### src/rtl/txr_packet_arbiter.sv
// Round-robin arbiter merging several TX engine packet streams onto the single TXR
// packet port; grant is held for a whole packet and the merged beat is registered once.

module txr_packet_arbiter_lane (
  input  logic valid_i,
  input  logic start_i,
  input  logic grant_i,
  input  logic load_i,
  input  logic locked_i,
  output logic ready_o,
  output logic acc_o,
  output logic err_o
);
  assign ready_o = grant_i & load_i;
  assign acc_o   = ready_o & valid_i;
  // Idle: a beat lacking START can never win. Locked: START showing up mid-packet.
  assign err_o   = locked_i ? (acc_o & start_i) : (valid_i & ~start_i);
endmodule

module txr_packet_arbiter #(
  parameter  int C_PCI_DATA_WIDTH = 128,
  parameter  int C_NUM_REQUESTERS = 2,
  localparam int OW = (C_PCI_DATA_WIDTH / 32 > 1) ? $clog2(C_PCI_DATA_WIDTH / 32) : 1
) (
  input  logic                                         CLK,
  input  logic                                         RST_IN,
  input  logic [C_NUM_REQUESTERS*C_PCI_DATA_WIDTH-1:0] REQ_PKT,
  input  logic [C_NUM_REQUESTERS-1:0]                  REQ_PKT_VALID,
  input  logic [C_NUM_REQUESTERS-1:0]                  REQ_PKT_START_FLAG,
  input  logic [C_NUM_REQUESTERS*OW-1:0]               REQ_PKT_START_OFFSET,
  input  logic [C_NUM_REQUESTERS-1:0]                  REQ_PKT_END_FLAG,
  input  logic [C_NUM_REQUESTERS*OW-1:0]               REQ_PKT_END_OFFSET,
  output logic [C_NUM_REQUESTERS-1:0]                  REQ_PKT_READY,
  output logic [C_PCI_DATA_WIDTH-1:0]                  TXR_PKT,
  output logic                                         TXR_PKT_VALID,
  output logic                                         TXR_PKT_START_FLAG,
  output logic [OW-1:0]                                TXR_PKT_START_OFFSET,
  output logic                                         TXR_PKT_END_FLAG,
  output logic [OW-1:0]                                TXR_PKT_END_OFFSET,
  input  logic                                         TXR_PKT_READY,
  output logic [C_NUM_REQUESTERS-1:0]                  GRANT,
  output logic                                         ERR_PROTOCOL
);
  localparam int N  = C_NUM_REQUESTERS;
  localparam int W  = C_PCI_DATA_WIDTH;
  localparam int IW = (N > 1) ? $clog2(N) : 1;

  localparam logic [0:0] S_IDLE   = 1'b0;
  localparam logic [0:0] S_LOCKED = 1'b1;

  logic [N-1:0][W-1:0]  pkt;
  logic [N-1:0][OW-1:0] soff, eoff;
  assign pkt  = REQ_PKT;
  assign soff = REQ_PKT_START_OFFSET;
  assign eoff = REQ_PKT_END_OFFSET;

  logic [0:0]    state_q, state_d;
  logic [IW-1:0] ptr_q, ptr_d;
  logic [IW-1:0] owner_q, owner_d;
  logic          err_q, err_d;
  logic          out_vld_q, out_vld_d;
  logic [W-1:0]  out_pkt_q, out_pkt_d;
  logic          out_sf_q, out_sf_d, out_ef_q, out_ef_d;
  logic [OW-1:0] out_so_q, out_so_d, out_eo_q, out_eo_d;

  logic [N-1:0]  cand, grant, ready, acc, lane_err;
  logic          win_found, sel_any, load, locked, acc_any;
  logic [IW-1:0] win_idx, sel_idx;

  assign cand   = REQ_PKT_VALID & REQ_PKT_START_FLAG;
  assign locked = (state_q == S_LOCKED);

  // First START candidate at or after the round-robin pointer, wrapping.
  always_comb begin
    logic [IW-1:0] j;
    j         = '0;
    win_found = 1'b0;
    win_idx   = '0;
    for (int k = 0; k < N; k++) begin
      j = IW'((int'(ptr_q) + k) % N);
      if (!win_found && cand[j]) begin
        win_found = 1'b1;
        win_idx   = j;
      end
    end
  end

  assign load    = (~out_vld_q | TXR_PKT_READY) & ~RST_IN;
  assign sel_idx = locked ? owner_q : win_idx;
  assign sel_any = (locked | win_found) & ~RST_IN;
  assign grant   = sel_any ? ({{(N-1){1'b0}}, 1'b1} << sel_idx) : '0;

  for (genvar i = 0; i < N; i++) begin : g_lane
    txr_packet_arbiter_lane u_lane (
      .valid_i  (REQ_PKT_VALID[i]),
      .start_i  (REQ_PKT_START_FLAG[i]),
      .grant_i  (grant[i]),
      .load_i   (load),
      .locked_i (locked),
      .ready_o  (ready[i]),
      .acc_o    (acc[i]),
      .err_o    (lane_err[i])
    );
  end

  assign acc_any = |acc;

  always_comb begin
    state_d   = state_q;
    ptr_d     = ptr_q;
    owner_d   = owner_q;
    err_d     = err_q | ((|lane_err) & ~RST_IN);
    out_vld_d = out_vld_q;
    out_pkt_d = out_pkt_q;
    out_sf_d  = out_sf_q;
    out_ef_d  = out_ef_q;
    out_so_d  = out_so_q;
    out_eo_d  = out_eo_q;
    if (acc_any) begin
      out_vld_d = 1'b1;
      out_pkt_d = pkt[sel_idx];
      out_sf_d  = REQ_PKT_START_FLAG[sel_idx];
      out_ef_d  = REQ_PKT_END_FLAG[sel_idx];
      out_so_d  = soff[sel_idx];
      out_eo_d  = eoff[sel_idx];
      if (!locked) begin
        ptr_d   = (win_idx == IW'(N - 1)) ? '0 : win_idx + 1'b1;
        owner_d = win_idx;
        if (!REQ_PKT_END_FLAG[sel_idx]) state_d = S_LOCKED;
      end else if (REQ_PKT_END_FLAG[sel_idx]) begin
        state_d = S_IDLE;
      end
    end else if (TXR_PKT_READY) begin
      out_vld_d = 1'b0;
    end
  end

  always_ff @(posedge CLK) begin
    if (RST_IN) begin
      state_q   <= S_IDLE;
      ptr_q     <= '0;
      owner_q   <= '0;
      err_q     <= 1'b0;
      out_vld_q <= 1'b0;
    end else begin
      state_q   <= state_d;
      ptr_q     <= ptr_d;
      owner_q   <= owner_d;
      err_q     <= err_d;
      out_vld_q <= out_vld_d;
    end
  end

  // Payload needs no reset: it is only observed while out_vld_q is set.
  always_ff @(posedge CLK) begin
    out_pkt_q <= out_pkt_d;
    out_sf_q  <= out_sf_d;
    out_ef_q  <= out_ef_d;
    out_so_q  <= out_so_d;
    out_eo_q  <= out_eo_d;
  end

  assign REQ_PKT_READY        = ready;
  assign GRANT                = grant;
  assign ERR_PROTOCOL         = err_q;
  assign TXR_PKT_VALID        = out_vld_q;
  assign TXR_PKT              = out_pkt_q;
  assign TXR_PKT_START_FLAG   = out_sf_q;
  assign TXR_PKT_END_FLAG     = out_ef_q;
  assign TXR_PKT_START_OFFSET = out_so_q;
  assign TXR_PKT_END_OFFSET   = out_eo_q;
endmodule

### config.mk
export PLATFORM = sky130hd
export DESIGN_NAME = txr_packet_arbiter
export DESIGN_NICKNAME = d
export VERILOG_FILES = /design/src/rtl/txr_packet_arbiter.sv
export SDC_FILE = /design/constraint.sdc
export NUM_CORES = 1
export LEC_CHECK = 0
export CORE_AREA = 8 8 156 158
export CTS_BUF_LIST = sky130_fd_sc_hd__clkbuf_4
export DETAILED_ROUTE_END_ITERATION = 10
export DIE_AREA = 0 0 164 166
export PLACE_DENSITY = 0.79
export RECOVER_POWER = 25
export SLEW_MARGIN = 20
export SYNTH_ARGS = -nofsm -noshare
export SYNTH_HDL_FRONTEND = slang
export SYNTH_HIERARCHICAL = 1
export SYNTH_SLANG_ARGS = --single-unit
### constraint.sdc
create_clock -name CLK -period 6.6 [get_ports CLK]
set_input_delay 1.98 -clock CLK [delete_from_list [all_inputs] [get_ports CLK]]
set_output_delay 1.98 -clock CLK [all_outputs]
set_load 0.01 [all_outputs]
==> reports/metrics.csv <==
metric,value,unit
holdWs,0.492,ns
critPathArrivalTime,4.17,ns
r2r_start,locked$_SDFFE_PP0P_,
rsz0062_at_grt,false,
clk_path_buf_depth,2,
drv_cap,0,
initial_utilization,0.293,
place_area,0.0108,mm^2
die_area,0.0272,mm^2
min_delay_path_depth,2,
yosysWarnings,6,
worst_pin_slew,1.13,ns
wire_per_inst,21.0,um
final_nets,1015,
coreArea,0.0221,mm^2
p_leak,0.00408,uW
routed_via_density,4.36,
synth_nets,596,
cts_tree,yes,
syn_area_per_cell,20.0,um^2
fmax,0.163,GHz
worst-path-max-fanout,11,
dp_hpwl,17500,um
regArea,0.00412,mm^2
critical_path_required,4.62,ns
num_io_pins,413,
crit_buf_inv,2,
grt_start_max_net_pins,128,
clkSinkCount,139,
synthCells,323,
grt_pass1_wl,31700,um
crit_family,buffers and inverters,
area.growth.synth_to_final,72.5,%
place_congestion,0.888,
drt_pass1_iterations,4,
ant_nets,0,
cts_root_buffer,clkbuf_4,
cp-end-kind,output port,
antenna_found_initial,1,
final_common_cell,clkdlybuf4s50_1,
drt_iter0_drc,212,
r2r_end,TXR_PKT[65]$_DFFE_PP_,
cts_hold_buf,0,
die_width,164,um
rows,55,
track_usage,0.157,
worstSetupStartpointType,input pin,
stdcell_area,0.0112,mm^2
ir_drop,86.5,uV
min_period,6.15,ns
final_cell_mix,"317 x clkdlybuf4s50_1, 134 x edfxtp_1, 117 x mux2_4",
min_period_over_period,0.932,
synth.distinct_cells,25,
drv_slew,0,
fillCellCount,1895,
syn-cell-area,0.00647,mm^2
ys_ff_latch,139,
slew_headroom,0.248,
path_class,in -> out,
hp-class,reg -> reg,
ys_seq_area_frac,0.638,
drive_above_1_share,0.213,
power.density,183,mW/mm^2
grt_pass1_vias,5045,
reg2reg_depth,7,
cts_resized,0,
post_cts_buffers,0,
slowest_stage,dlygate4sd3_1,
max_stage_delay,0.62,ns
cts_made_buffers,17,
htree_levels,4,
die-height,166,um
path_clk_slew,0.12,ns
setup_viol,0,
numPortBuffers,412,
drc,0,
worstSkewPairLatency,0.52,ns
wl,21800,um
grt.overflow.total,0,
status,"complete, no violations",
r2r_slack,3.47,ns
vias,4538,
multi_input_area,0.00216,mm^2
fin_skew,0.0189,ns
fin_tns_setup,0,ns
crit_chain,"dlygate4sd3_1, and3b_1, a21o_4, nor2b_1, and2_1, clkdlybuf4s50_1",
hold_viol_final,0,
==> synth_stat cells, drive strengths merged <==
| cell type | count | area [um^2] |
|---|---|---|
| a311oi | 2 | 17.5 |
| nand2b | 1 | 6.26 |
| a21o | 2 | 15.0 |
| nor3 | 1 | 5.00 |
| nand3b | 1 | 7.51 |
| and2 | 3 | 18.8 |
| and3 | 2 | 12.5 |
| nand3 | 1 | 5.00 |
| nor2 | 5 | 18.8 |
| or2 | 1 | 6.26 |
| edfxtp | 134 | 4020 |
| o21a | 2 | 15.0 |
| buf | 15 | 169 |
| a2111oi | 1 | 8.76 |
| a21oi | 3 | 15.0 |
| mux2 | 134 | 1960 |
| a221oi | 1 | 8.76 |
| and4 | 2 | 17.5 |
| and3b | 1 | 8.76 |
| nor2b | 2 | 12.5 |
| o21ai | 1 | 5.00 |
| inv | 3 | 11.3 |
| dfxtp | 5 | 100 |
==> cells by family after synthesis <==
group / share of synthesized area
compound gates: 0.0132
mux: 0.303
buf+inv: 0.0279
simple gates: 0.0184
flops: 0.638
==> worst min-delay path: stages (launching register included) <==
cell and delay (ns):
dfxtp_1 0.33, o21ai_0 0.06, a21oi_1 0.07
==> per-layer routing <==
layer / vias to the layer above / GRT usage / part of all wire
met3: 37 / 0.0585 / 0.089
met1: 2142 / 0.160 / 0.35
met4: 0 / 0.0577 / 0.026
li1: 2111 / - / -
met5: - / 0 / 0
met2: 248 / 0.285 / 0.53
==> sequential cells by signal, summed over array words and instances, names as in the netlist, named ones only <==
name and count:
locked 1, TXR_PKT_START_FLAG 1, ptr_q 1, TXR_PKT_VALID 1, ERR_PROTOCOL 1, TXR_PKT_START_OFFSET 2, TXR_PKT_END_OFFSET 2, TXR_PKT 128
TXR_PKT_END_FLAG 1
==> power by group <==
part	switching, uW	total [uW]	internal (uW)
sequential	6.49	1010	1000
combinational	112	387	275
clock	331	644	313
==> area by class of cell <==
cell class	instances	area share
Timing Repair Buffer	415	0.373
Clock buffer	19	0.0128
Antenna cell	2	0.000449
Tap cell	285	0.0320
Multi-Input combinational cell	166	0.194
Sequential cell	139	0.370
Inverter	3	0.00146
Clock inverter	13	0.0171
==> metrics by stage <==
step	utilization	cells	worst slack [ns]	power, uW
2_1_floorplan	-	323	0.101	1200
3_3_place_gp	0.490	1008	0.628	1420
3_5_place_dp	0.490	1008	0.547	1420
4_1_cts	0.505	1040	0.535	2070
5_1_grt	0.505	1041	0.362	2120
6_report	0.505	1042	0.451	2040
==> worst max path at each step <==
stage | startpoint | to | slack (ns) | depth (start not counted)
after global placement | REQ_PKT_START_FLAG[1] | REQ_PKT_READY[1] | 0.63 | 6
final | REQ_PKT_START_FLAG[1] | REQ_PKT_READY[1] | 0.45 | 6
after floorplan | REQ_PKT_START_FLAG[1] | ptr_q$_SDFFE_PP0P_ | 0.10 | 10
after detailed placement | REQ_PKT_START_FLAG[1] | REQ_PKT_READY[1] | 0.55 | 6
after global routing | REQ_PKT_START_FLAG[1] | REQ_PKT_READY[1] | 0.36 | 6
after CTS | REQ_PKT_START_FLAG[1] | REQ_PKT_READY[1] | 0.54 | 6
Power figures use the tool's default switching activity.
